$ cat src/rtl/mem_port_arbiter_if.sv
// Single-port RAM command/response bus shared between the arbiter (master)
// and the RAM (slave).
interface mem_port_arbiter_if #(
  parameter int AW = 32
);
  logic          ram_en;
  logic          ram_we;
  logic [AW-1:0] ram_addr;
  logic [31:0]   ram_wdata;
  logic          ram_ready;
  logic [31:0]   ram_rdata;

  modport master (
    output ram_en, ram_we, ram_addr, ram_wdata,
    input  ram_ready, ram_rdata
  );

  modport slave (
    input  ram_en, ram_we, ram_addr, ram_wdata,
    output ram_ready, ram_rdata
  );
endinterface

$ cat src/rtl/mem_port_arbiter.sv
// Arbitrates the fetch and MEM stages onto one single-port RAM, data first,
// freezing the pipeline until every pending request of the stall window is served.
module mem_port_arbiter #(
  parameter int AW      = 32,
  parameter int TIMEOUT = 16
) (
  input  logic                 clk,
  input  logic                 rst,
  input  logic                 if_req,
  input  logic [AW-1:0]        if_addr,
  input  logic                 flush,
  input  logic                 mem_rd,
  input  logic                 mem_wr,
  input  logic [AW-1:0]        mem_addr,
  input  logic [31:0]          mem_wdata,
  mem_port_arbiter_if.master   ram,
  output logic [31:0]          if_rdata,
  output logic                 if_valid,
  output logic [31:0]          mem_rdata,
  output logic                 mem_valid,
  output logic                 stall_pipe,
  output logic                 err
);

  typedef enum logic [1:0] {IDLE, SERVE_D, SERVE_I} state_t;

  state_t        state_q, state_d;
  logic          en_q, en_d;
  logic          we_q, we_d;
  logic [AW-1:0] addr_q, addr_d;
  logic [31:0]   wdata_q, wdata_d;
  logic [31:0]   if_rdata_q, if_rdata_d;
  logic [31:0]   mem_rdata_q, mem_rdata_d;
  logic          if_valid_q, if_valid_d;
  logic          mem_valid_q, mem_valid_d;
  logic          err_q, err_d;
  logic [4:0]    cnt_q, cnt_d;
  logic          d_done_q, d_done_d;
  logic          i_done_q, i_done_d;
  logic          flush_seen_q, flush_seen_d;
  logic          kill_q, kill_d;

  logic d_pend, i_pend, timeout_hit, fetch_cancel;

  assign d_pend      = (mem_rd | mem_wr) & ~d_done_q;
  assign i_pend      = if_req & ~i_done_q & ~flush_seen_q;
  assign stall_pipe  = i_pend | d_pend;
  assign timeout_hit = (cnt_q == 5'(TIMEOUT - 1));
  // A fetch flushed while in flight still finishes on the RAM but is dropped.
  assign fetch_cancel = kill_q | flush;

  always_comb begin
    state_d      = state_q;
    en_d         = en_q;
    we_d         = we_q;
    addr_d       = addr_q;
    wdata_d      = wdata_q;
    if_rdata_d   = if_rdata_q;
    mem_rdata_d  = mem_rdata_q;
    if_valid_d   = 1'b0;
    mem_valid_d  = 1'b0;
    err_d        = err_q;
    cnt_d        = cnt_q;
    d_done_d     = d_done_q;
    i_done_d     = i_done_q;
    flush_seen_d = flush_seen_q | flush;
    kill_d       = kill_q;

    case (state_q)
      IDLE: begin
        if (d_pend) begin
          state_d = SERVE_D;
          en_d    = 1'b1;
          we_d    = mem_wr;
          addr_d  = mem_addr;
          wdata_d = mem_wdata;
          cnt_d   = 5'd0;
        end else if (i_pend && !flush) begin
          state_d = SERVE_I;
          en_d    = 1'b1;
          we_d    = 1'b0;
          addr_d  = if_addr;
          cnt_d   = 5'd0;
          kill_d  = 1'b0;
        end
      end

      SERVE_D: begin
        cnt_d = cnt_q + 5'd1;
        if (ram.ram_ready || timeout_hit) begin
          state_d     = IDLE;
          en_d        = 1'b0;
          we_d        = 1'b0;
          mem_valid_d = 1'b1;
          d_done_d    = 1'b1;
          if (!ram.ram_ready) begin
            mem_rdata_d = 32'd0;
            err_d       = 1'b1;
          end else if (!we_q) begin
            mem_rdata_d = ram.ram_rdata;
          end
        end
      end

      SERVE_I: begin
        cnt_d  = cnt_q + 5'd1;
        kill_d = fetch_cancel;
        if (ram.ram_ready || timeout_hit) begin
          state_d = IDLE;
          en_d    = 1'b0;
          we_d    = 1'b0;
          if (!ram.ram_ready) err_d = 1'b1;
          // A cancelled fetch leaves i_done alone so it cannot leak into a later window.
          if (!fetch_cancel) begin
            if_valid_d = 1'b1;
            i_done_d   = 1'b1;
            if_rdata_d = ram.ram_ready ? ram.ram_rdata : 32'd0;
          end
        end
      end

      default: state_d = IDLE;
    endcase

    if (!stall_pipe) begin
      d_done_d     = 1'b0;
      i_done_d     = 1'b0;
      flush_seen_d = 1'b0;
    end
  end

  always_ff @(posedge clk) begin
    if (rst) begin
      state_q      <= IDLE;
      en_q         <= 1'b0;
      we_q         <= 1'b0;
      addr_q       <= '0;
      wdata_q      <= 32'd0;
      if_rdata_q   <= 32'd0;
      mem_rdata_q  <= 32'd0;
      if_valid_q   <= 1'b0;
      mem_valid_q  <= 1'b0;
      err_q        <= 1'b0;
      cnt_q        <= 5'd0;
      d_done_q     <= 1'b0;
      i_done_q     <= 1'b0;
      flush_seen_q <= 1'b0;
      kill_q       <= 1'b0;
    end else begin
      state_q      <= state_d;
      en_q         <= en_d;
      we_q         <= we_d;
      addr_q       <= addr_d;
      wdata_q      <= wdata_d;
      if_rdata_q   <= if_rdata_d;
      mem_rdata_q  <= mem_rdata_d;
      if_valid_q   <= if_valid_d;
      mem_valid_q  <= mem_valid_d;
      err_q        <= err_d;
      cnt_q        <= cnt_d;
      d_done_q     <= d_done_d;
      i_done_q     <= i_done_d;
      flush_seen_q <= flush_seen_d;
      kill_q       <= kill_d;
    end
  end

  assign ram.ram_en    = en_q;
  assign ram.ram_we    = we_q;
  assign ram.ram_addr  = addr_q;
  assign ram.ram_wdata = wdata_q;
  assign if_rdata      = if_rdata_q;
  assign if_valid      = if_valid_q;
  assign mem_rdata     = mem_rdata_q;
  assign mem_valid     = mem_valid_q;
  assign err           = err_q;

endmodule

$ cat src/flat_wrapper.sv
// flat-port wrapper written by rule: the top's interface ports become plain ports
module mem_port_arbiter_flat 
#(
  parameter int AW      = 32,
  parameter int TIMEOUT = 16
)
  (clk, rst, if_req, if_addr, flush, mem_rd, mem_wr, mem_addr, mem_wdata, if_rdata, if_valid, mem_rdata, mem_valid, stall_pipe, err, ram_ram_en, ram_ram_we, ram_ram_addr, ram_ram_wdata, ram_ram_ready, ram_ram_rdata);
  mem_port_arbiter_if #(.AW(AW)) ram_i ();
  input  logic clk;
  input  logic rst;
  input  logic if_req;
  input  logic [AW-1:0] if_addr;
  input  logic flush;
  input  logic mem_rd;
  input  logic mem_wr;
  input  logic [AW-1:0] mem_addr;
  input  logic [31:0] mem_wdata;
  output logic [31:0] if_rdata;
  output logic if_valid;
  output logic [31:0] mem_rdata;
  output logic mem_valid;
  output logic stall_pipe;
  output logic err;
  output wire logic [$bits(ram_i.ram_en)-1:0] ram_ram_en;
  output wire logic [$bits(ram_i.ram_we)-1:0] ram_ram_we;
  output wire logic [$bits(ram_i.ram_addr)-1:0] ram_ram_addr;
  output wire logic [$bits(ram_i.ram_wdata)-1:0] ram_ram_wdata;
  input wire logic [$bits(ram_i.ram_ready)-1:0] ram_ram_ready;
  input wire logic [$bits(ram_i.ram_rdata)-1:0] ram_ram_rdata;
  assign ram_ram_en = ram_i.ram_en;
  assign ram_ram_we = ram_i.ram_we;
  assign ram_ram_addr = ram_i.ram_addr;
  assign ram_ram_wdata = ram_i.ram_wdata;
  assign ram_i.ram_ready = ram_ram_ready;
  assign ram_i.ram_rdata = ram_ram_rdata;
  mem_port_arbiter #(.AW(AW), .TIMEOUT(TIMEOUT)) u_core (.clk(clk), .rst(rst), .if_req(if_req), .if_addr(if_addr), .flush(flush), .mem_rd(mem_rd), .mem_wr(mem_wr), .mem_addr(mem_addr), .mem_wdata(mem_wdata), .ram(ram_i), .if_rdata(if_rdata), .if_valid(if_valid), .mem_rdata(mem_rdata), .mem_valid(mem_valid), .stall_pipe(stall_pipe), .err(err));
endmodule
$ cat config.mk
export PLATFORM = sky130hd
export DESIGN_NAME = mem_port_arbiter_flat
export DESIGN_NICKNAME = d
export VERILOG_FILES = /design/src/rtl/mem_port_arbiter_if.sv /design/src/rtl/mem_port_arbiter.sv /design/src/flat_wrapper.sv
export SDC_FILE = /design/constraint.sdc
export NUM_CORES = 1
export LEC_CHECK = 0
export CORE_UTILIZATION = 40
export CTS_BUF_LIST = sky130_fd_sc_hd__clkbuf_4 sky130_fd_sc_hd__clkbuf_8 sky130_fd_sc_hd__clkbuf_16
export DETAILED_ROUTE_END_ITERATION = 8
export PLACE_DENSITY = 0.8
export SKIP_LAST_GASP = 1
export SLEW_MARGIN = 20
export SYNTH_ARGS = -nofsm -noshare
export SYNTH_HDL_FRONTEND = slang
export SYNTH_SLANG_ARGS = --single-unit
$ cat constraint.sdc
create_clock -name clk -period 2.8 [get_ports clk]
set_clock_uncertainty 0.05 [all_clocks]
set_input_delay 0.28 -clock clk [delete_from_list [all_inputs] [get_ports clk]]
set_output_delay 0.28 -clock clk [all_outputs]
set_load 0.02 [all_outputs]
# [Word-level counts from Yosys, hierarchy flattened]
# Cells that the tools add are included.
[op_classes] n_lt_le_gt_ge=0 n_mux=23 n_mul=0 shifts=0 add_sub_neg=1 n_reduce_logical=21 n_eq_ne=8 div=0 n_bitwise=16
[op_table] operator="32-bit 2-to-1 mux" n=5
[op_table] operator="3-bit AND reduction" n=5
[op_table] operator="5-bit 2-to-1 mux" n=2
[op_table] operator="5-bit case mux with 2 select lines" n=1
[op_table] operator="2-bit AND reduction" n=5
[op_table] operator="1-bit inverter" n=9
[op_table] operator="1-bit 2-to-1 mux" n=8
[op_table] operator="2-bit 2-to-1 mux" n=3
[op_table] operator="1-bit case mux with 2 select lines" n=3
[op_table] operator="2-bit nonzero test" n=3
[op_table] operator="2-bit OR reduction" n=3
[op_table] operator="5-bit by 1-bit adder with 5-bit output (second input constant)" n=1
[op_table] operator="5-bit by 4-bit == test with 1-bit output (second input constant)" n=1
[op_table] operator="2-bit by 1-bit != test with 1-bit output (second input constant)" n=2
[op_table] operator="2-bit != test (second input constant)" n=2
[op_table] operator="1-bit bitwise OR" n=4
[op_table] operator="2-bit case mux with 2 select lines" n=1
[op_table] operator="1-bit AND" n=3
[op_table] operator="3-bit by 1-bit != test with 1-bit output (second input constant)" n=1
[op_table] operator="3-bit OR reduction" n=1
[op_table] operator="2-bit by 1-bit == test with 1-bit output (second input constant)" n=1
[op_table] operator="2-bit == test (second input constant)" n=1
[op_table] operator="2-bit logical NOT" n=1
[op_table] operator="1-bit logical AND" n=1
[op_table] operator="other kinds (2)" n=2
[totals] romBits=0 reg_bits=144 out_inout_bits=134 ram_bits=0 in_bits=135 n_memories=0 latchBits=0 word_cells=84

# [Longest topological paths before layout]
# Gate-level depths: netlist of the first run.
[depth] ltp_word=7 depth_mapped=9 depth_no_buf=7

# [Worst setup path before layout of the first run]
# OpenSTA, ideal clock, no wires.
[synth_timing] path_kind="reg-to-reg" startpoint="register u_core.cnt_q[0]" endpoint="register u_core.if_rdata_q[10], in the netlist u_core.if_rdata[10]" period_less_slack_ns=2.066 slack_ns=0.734 t_arrival_ns=1.888 setup_ns=0.128 stages_incl_launch_ff=10 n_path_buf=2 t_required_ns=2.622 cell_sequence="dfxtp_1 ha_1 and3_1 ha_1 nor2_1 or4b_1 clkbuf_1 clkbuf_1 a22oi_1 nor2_1"
[synth_between] elab_chain_len=3
[synth_rtl] element="from (decl)" line_no="mem_port_arbiter.sv:37" text="logic [4:0] cnt_q, cnt_d;"
[synth_rtl] element="from (signal assigned)" line_no="mem_port_arbiter.sv:160" text="cnt_q <= cnt_d;"
[synth_rtl] element="5-bit by 4-bit == test with 1-bit output" line_no="mem_port_arbiter.sv:48" text="assign timeout_hit = (cnt_q == 5'(TIMEOUT - 1));"
[synth_rtl] element="1-bit logical OR" line_no="mem_port_arbiter.sv:108" text="if (ram.ram_ready || timeout_hit) begin"
[synth_rtl] element="3-bit AND reduction (no source line)"
[synth_rtl] element="to (signal assigned)" line_no="mem_port_arbiter.sv:155" text="if_rdata_q <= if_rdata_d;"
[synth_rtl] element="to (decl)" line_no="mem_port_arbiter.sv:32" text="logic [31:0] if_rdata_q, if_rdata_d;"
# No other way between the ends.
# A chain may end at the register's enable or synchronous reset.

# [Worst setup path in the final report of the first run]
[layout_timing] startpoint="register u_core.cnt_q[0]" endpoint="register u_core.if_rdata_q[17], in the netlist u_core.if_rdata[17]"
# Same word-level chain as after synthesis.

==> Flow_metrics.wiki, run 1 <==
{| class="wikitable"
! Metric !! Value
|-
| Total number of vias || between 5k and 6k
|-
| Endpoint arrival time on the critical path || between 2000 and 2500 ps
|-
| Antenna violations before repair || 0
|-
| DRC errors left || 0
|-
| Nature of the critical path startpoint || flip-flop
|-
| Core Util, Final || roughly 67%
|-
| Core area || between 0.01 and 0.015 mm2
|-
| Worst-skew pair later-pin latency || approximately 400 ps
|-
| Final Hold Vio Count || 0
|-
| Syn_nets || approximately 760
|-
| Max VDD drop || 0.328 mV
|-
| Clock group share of total power || approximately two fifths
|-
| Top routing layer in use || met4
|-
| Total negative setup slack || 0 ps
|-
| End point of the most critical hold path || u_core.ram.ram_wdata[20]
|-
| Global placement routability congestion || about 0.78
|-
| Slew at the pin closest to its max-slew limit || around 550 ps
|-
| Max transition margin || approximately 63%
|-
| Part of the total power dissipated in sequential elements || between 30% and 40%
|-
| Setup slack at placement || ~400 ps
|-
| Final Cell Area || slightly below 0.009 mm2
|-
| Clock sink count || between 100 and 150
|-
| Count of TritonRoute iterations in the first routing pass || 5
|-
| Cell count after synthesis || slightly above 600
|-
| Switch share || 27.0%
|-
| Startpoint-to-endpoint class of the critical path || flip-flop to flip-flop
|-
| Die Width || ~120 um
|-
| Die outline area || 0.0142 mm2
|-
| Routed met1 length || between 6000 and 7000 um
|-
| Hold/Removal Path Class || primary input to flip-flop
|-
| Unrepaired setup endpoints after global routing || no
|-
| Xor and xnor fraction of the mapped netlist area || 0%
|-
| Routed length on met3 || between 1000 and 1500 um
|-
| Endpoint of the most critical register-to-register path || u_core.if_rdata[17]
|-
| Setup slack of the critical path after layout || between 500 and 600 ps
|-
| Total length of routed met2 wires || 7570 um
|-
| Global-route wire length before repair || 25,100 um
|-
| Routed vias/inst || between 4 and 5
|-
| Total of max-cap violations || 0
|-
| Area share of fa/ha/maj cells after synthesis || 1.37%
|-
| Syn. warnings || 0
|-
| ANT nets after route || 0
|-
| Main combinational cell family by area after synthesis || compound AO/OA/AOI/OAI gates
|-
| Final Max Slew Viols || 0
|-
| Cell Area, Placed || ~0.0083 mm2
|-
| Number of buffers added by the clock tree synthesis step || 17
|-
| Required time at the endpoint of the critical path || roughly 3000 ps
|-
| Number of gates resized after cts || 0
|-
| Ratio of final minimum period to clock period || 79.8%
|-
| Post-synthesis cell type with the largest combined area || dfxtp_1
|-
| Share of layout cells above drive strength 1 || under 10%
|-
| Portion of the post-synthesis area used by sequential elements || ~53%
|-
| Global-route congestion overflow total || 0
|-
| Netlist area before placement || about 0.0055 mm2
|-
| Count of final setup violators || 0
|-
| Area share of the leading cell type in the synthesized netlist || a little over half
|-
| Cell at the root of the clock tree || clkbuf_16
|-
| CTS tree || done
|-
| Combinational share of power || 22.6%
|-
| Worst r2r path cells || 8
|-
| GRT Resource Usage Total || 22.2%
|-
| Most common cell after layout, fill and taps aside || clkdlybuf4s50_1
|-
| Number of nets at the end of the flow || approximately 1.0k
|-
| Simple-gate area share of the yosys netlist || 17.9%
|-
| Wire length per cell || around 15 um
|-
| Starting utilization of the core area || between 40% and 50%
|-
| # hold bufs at CTS || 0
|-
| Average cell area after synthesis || ~9 um2
|-
| Kind of end point of the critical path || flip-flop
|-
| Starting DRC count in detailed routing || between 300 and 400
|-
| Htree depth || 4
|-
| Worst flop-to-flop path startpoint || u_core.cnt_q[0]
|-
| Sum of net half-perimeters after detailed placement || roughly 11,000 um
|-
| Int Power || 4.37 mW
|-
| Status || complete, no violations
|-
| Number of buffers added for setup after CTS || 0
|-
| Time the worst path needs with I/O delays and setup || roughly 2200 ps
|-
| Min-Delay Startpoint || rst
|-
| Total chip power || 5.99 mW
|-
| Number of storage elements in the synthesis netlist || ~140
|-
| Net switching power figure || between 1.5 and 2 mW
|-
| R2R Setup Slk || 560 ps
|-
| Number of primary I/O pins || approximately 270
|-
| Area contributors post-synth || dfxtp_1, nand2_1, a21oi_1, mux2i_1, nor2_1
|-
| Achievable frequency || 0.447 GHz
|-
| Multiplexer fraction of the synthesized cell area || just under 6%
|-
| Std-Cell Rows || 42
|-
| Top fanout value on the critical path || 34
|-
| Port Buf Inserts || between 200 and 300
|-
| Distinct cell type count after synthesis || 35
|-
| Number of inserted diodes || 0
|-
| Clock transition at the register clock pins on the worst setup and hold paths after CTS || around 60 ps
|-
| Total wirelength of the detailed-routed design || around 16,000 um
|-
| Die Ht || 119 um
|-
| Max Buffers Root-to-Sink || 2
|-
| Via count of the first global-routing pass || between 5k and 6k
|-
| Worst hold path cell count || 2
|-
| Pin count of the biggest net entering global routing || 65
|-
| Synthesized-area fraction occupied by ao, oa, aoi and oai cells || about 18%
|-
| Most frequent cells in the layout || clkdlybuf4s50_1, dfxtp_1, nand2_1
|-
| Area Overhead vs Synth || 63.1%
|-
| Power per standard cell area || approximately 670 mW/mm2
|-
| Leakage power total || 3.27 nW
|}
-- sequential cells by signal, summed over array words and instances, names as in the netlist --
register              flops
u_core.kill_q             1
u_core.if_rdata          32
u_core.mem_rdata         32
u_core.ram.ram_we         1
u_core.ram.ram_addr      32
u_core.state_q            2
u_core.mem_valid          1
u_core.flush_seen_q       1
u_core.err                1
u_core.ram.ram_en         1
u_core.if_valid           1
u_core.i_done_q           1
u_core.cnt_q              5
u_core.ram.ram_wdata     32
u_core.d_done_q           1
-- worst max path at each step --
stage / slack [ps] / start / endpoint / cells after the start
2_1_floorplan: 730 / u_core.cnt_q[0] / u_core.if_rdata[10] / 9
3_3_place_gp: 420 / flush / u_core.ram.ram_we / 5
3_5_place_dp: 400 / flush / u_core.ram.ram_we / 5
4_1_cts: 570 / u_core.cnt_q[0] / u_core.if_rdata[12] / 8
5_1_grt: 360 / u_core.cnt_q[0] / u_core.if_rdata[25] / 8
6_report: 560 / u_core.cnt_q[0] / u_core.if_rdata[17] / 8
-- area by class of cell --
cell class	count	area [um2]
Fill cell	1110	4370
Sequential cell	144	2880
Timing Repair Buffer	282	2810
Multi-Input combinational cell	421	2370
Clock buffer	22	488
Tap cell	176	220
Clock inverter	9	131
Inverter	5	18.8
-- worst max-delay path, stage by stage, from the launching register on --
cell and delay (ps):
dfxtp_1 370, ha_1 210, and3_1 170, ha_1 190
nor2_1 90, or4b_1 470, buf_4 260, a22oi_1 220
nor2_1 60
-- Yosys cell counts, drive strengths merged --
cell / number
a211oi: 33
a21boi: 1
a21oi: 74
a22oi: 32
a31o: 1
a31oi: 1
and2: 1
and3: 1
and4bb: 1
buf: 14
clkbuf: 39
dfxtp: 144
ha: 6
inv: 5
mux2i: 32
nand2: 101
nand2b: 1
nand3: 36
nand3b: 2
nand4b: 1
nor2: 71
nor2b: 8
nor3b: 1
o21a: 3
o21ai: 6
o21bai: 1
o22ai: 1
o31ai: 2
or2: 1
or4b: 3
-- metrics by stage --
stage	hold WS (ps)	instances
after floorplan	354	623
after global placement	388	1028
after detailed placement	393	1028
after CTS	279	1059
after global routing	299	1059
final	298	1059
-- routing by layer --
layer / GRT usage, % / up-vias
met5: 0 / -
met4: 9.57 / 0
met3: 6.75 / 26
met2: 36.9 / 193
met1: 26.4 / 2401
li1: - / 2660
-- power by group through the flow --
| stage | Clock (mW) | Combinational [mW] | Sequential [mW] |
|---|---|---|---|
| 2_1_floorplan | 0 | 0.500 | 2.54 |
| 4_1_cts | 2.37 | 1.36 | 2.31 |
| 6_report | 2.33 | 1.35 | 2.31 |
| 3_3_place_gp | 0 | 1.35 | 2.34 |
| 3_5_place_dp | 0 | 1.36 | 2.35 |
| 5_1_grt | 2.46 | 1.46 | 2.33 |
-- cell families after synthesis --
logic type / after synthesis
compound gates: 155
fa+ha+maj: 6
buf+inv: 58
flops: 144
mux: 32
simple gates: 228
No activity file was read; power rests on OpenSTA's default activity.
==> run 2: changes to the inputs <==
clock period = 2.25 ns   (was 2.8 ns; I/O delays follow)
==> run 2 against run 1 <==
Against the previous run: non-clock buffer count grew 2; final area grew 1.0%; core utilization grew 0.68 points; worst hold slack lost 65 ps; setup slack lost 450 ps; sequential share of layout area shrank 0.32 points; clock power grew 24%; routed wire length grew 1.0%; sequential power grew 24%; first-iteration DRC count shrank 11%; flip-flop and latch count is the same.
==> Flow_metrics.wiki, run 2 (synthesized netlist as in run 1, its figures left out) <==
{| class="wikitable"
! Metric !! Value
|-
| Global-route congestion overflow total || 0
|-
| Final Cell Area || about 0.0090 mm2
|-
| Hold Slack || between 200 and 250 ps
|-
| Nature of the critical path startpoint || flip-flop
|-
| Time the worst path needs with I/O delays and setup || 2130 ps
|-
| Critical-path cell with the highest stage delay || or4b_4
|-
| Starting DRC count in detailed routing || between 300 and 400
|-
| Cell Area, Placed || 0.00840 mm2
|-
| Achievable frequency || about 0.47 GHz
|-
| Worst-skew pair later-pin latency || 410 ps
|-
| Routed vias/inst || ~5.0
|-
| Clock transition at the register clock pins on the worst setup and hold paths after CTS || about 60 ps
|-
| Final Hold Vio Count || 0
|-
| Max transition margin || between 40% and 50%
|-
| Pin count of the biggest net entering global routing || between 60 and 70
|-
| Max Buffers Root-to-Sink || 2
|-
| Count of filler cells inserted in the layout || between 1k and 1.5k
|-
| Total of max-cap violations || 0
|-
| Core area || roughly 0.013 mm2
|-
| Count of buffering cells on the critical path with inverters included || 1
|-
| Number of buffers added by the clock tree synthesis step || 17
|-
| Area Overhead vs Synth || 64.8%
|-
| Wire length per cell || between 10 and 15 um
|-
| Ordered cell list for the critical path || ha_1, and3_1, ha_2, nor2_1, or4b_4, buf_12, a22oi_1, nor2_1
|-
| Starting utilization of the core area || between 40% and 50%
|-
| Number of primary I/O pins || ~270
|-
| Die outline area || 0.0142 mm2
|-
| Top fanout value on the critical path || 33
|-
| Std-Cell Rows || 42
|-
| Via count of the first global-routing pass || slightly above 5k
|-
| Most frequent cells in the layout || clkdlybuf4s50_1, dfxtp_1, nand2_1
|-
| Kind of end point of the critical path || flip-flop
|-
| Htree depth || 4
|-
| Total chip power || around 7.5 mW
|-
| DRC errors left || 0
|-
| Global placement routability congestion || 0.766
|-
| Max VDD drop || about 0.6 mV
|-
| Library cell appearing most often on the critical path || nor2_1
|-
| Die Width || about 120 um
|-
| Global-route wire length before repair || roughly 26,000 um
|-
| Hold/Removal Path Class || primary input to flip-flop
|-
| Power per standard cell area || ~830 mW/mm2
|-
| GRT Resource Usage Total || a little under a quarter
|-
| Startpoint-to-endpoint class of the critical path || flip-flop to flip-flop
|-
| Cell type group with the largest total delay on the critical path || simple AND/OR/NAND/NOR gates
|-
| Leakage power total || 3.30 nW
|-
| Unrepaired setup endpoints after global routing || no
|-
| Slew at the pin closest to its max-slew limit || 797 ps
|-
| Endpoint arrival time on the critical path || 2390 ps
|-
| Ratio of final minimum period to clock period || a little over nine tenths
|-
| Total negative setup slack || 0 ps
|-
| Sum of net half-perimeters after detailed placement || ~11,000 um
|-
| Number of inserted diodes || 0
|-
| Total number of vias || approximately 5.3k
|-
| Clock sink count || 144
|-
| Most common cell after layout, fill and taps aside || clkdlybuf4s50_1
|-
| Count of TritonRoute iterations in the first routing pass || 5
|-
| ANT nets after route || 0
|-
| Port Buf Inserts || around 270
|-
| Share of layout cells above drive strength 1 || approximately 6.8%
|-
| Required time at the endpoint of the critical path || between 2000 and 3000 ps
|-
| Number of nets at the end of the flow || between 1k and 1.5k
|-
| Status || complete, no violations
|-
| Die Ht || around 120 um
|-
| Antenna violations before repair || 0
|-
| CTS tree || done
|-
| Cell at the root of the clock tree || clkbuf_16
|-
| Total wirelength of the detailed-routed design || about 16,000 um
|-
| Maximum cell stage delay along the critical path || about 520 ps
|-
| Count of final setup violators || 0
|-
| Final Max Slew Viols || 0
|}
-- run 2: layout make-up --
type	instances	area [um2]	area share, %
clock buffer	19	447	4.95
multi-input combinational	421	2380	26.5
inverter	5	18.8	0.208
clock inverter	13	161	1.79
tap	176	220	2.44
timing repair buffer	284	2900	32.2
sequential	144	2880	32.0
-- run 2: power by group --
part	switching (mW)	total, mW	internal (mW)
Sequential	0.104	2.87	2.76
Clock	1.09	2.88	1.78
Combinational	0.876	1.72	0.844
-- run 2: final timing paths --
kind | start | to | slack, ps | cells after the start
setup / recovery | u_core.cnt_q[0] | u_core.if_rdata[18] | 120 | 8
hold / removal | rst | u_core.ram.ram_wdata[22] | 230 | 2
setup reg to reg | u_core.cnt_q[0] | u_core.if_rdata[18] | 120 | 8
hold reg to reg | u_core.mem_rdata[20] | u_core.mem_rdata[20] | 400 | 2
-- run 2: through the flow --
stage,setup WS [ps],instances,util [%]
2_1_floorplan,184,623,-
3_3_place_gp,36.9,1030,63.1
3_5_place_dp,48.8,1030,63.1
4_1_cts,35.8,1062,67.7
5_1_grt,1.65,1062,67.8
6_report,116,1062,67.8
-- run 2: worst register-to-register path, delay by kind of cell (launching register included) --
family                     cells  cell delay (ps)
DFF                            1              370
AOI/OAI and AO/OA              1              200
adders and majority gates      2              400
buffers and inverters          1              190
and+or+nand+nor                4              820
-- run 2: layer usage --
metal	wire length [um]	track usage, %
met2	7800	38.9
met3	1100	7.14
met1	6530	26.3
met5	0	0
met4	332	8.62
-- run 2: repair_timing --
item | in CTS | in global routing
buffers inserted | 0 | 0
hold buffers | 0 | 0
endpoints found under the setup margin | 0 | 32
resized for setup | 0 | 3
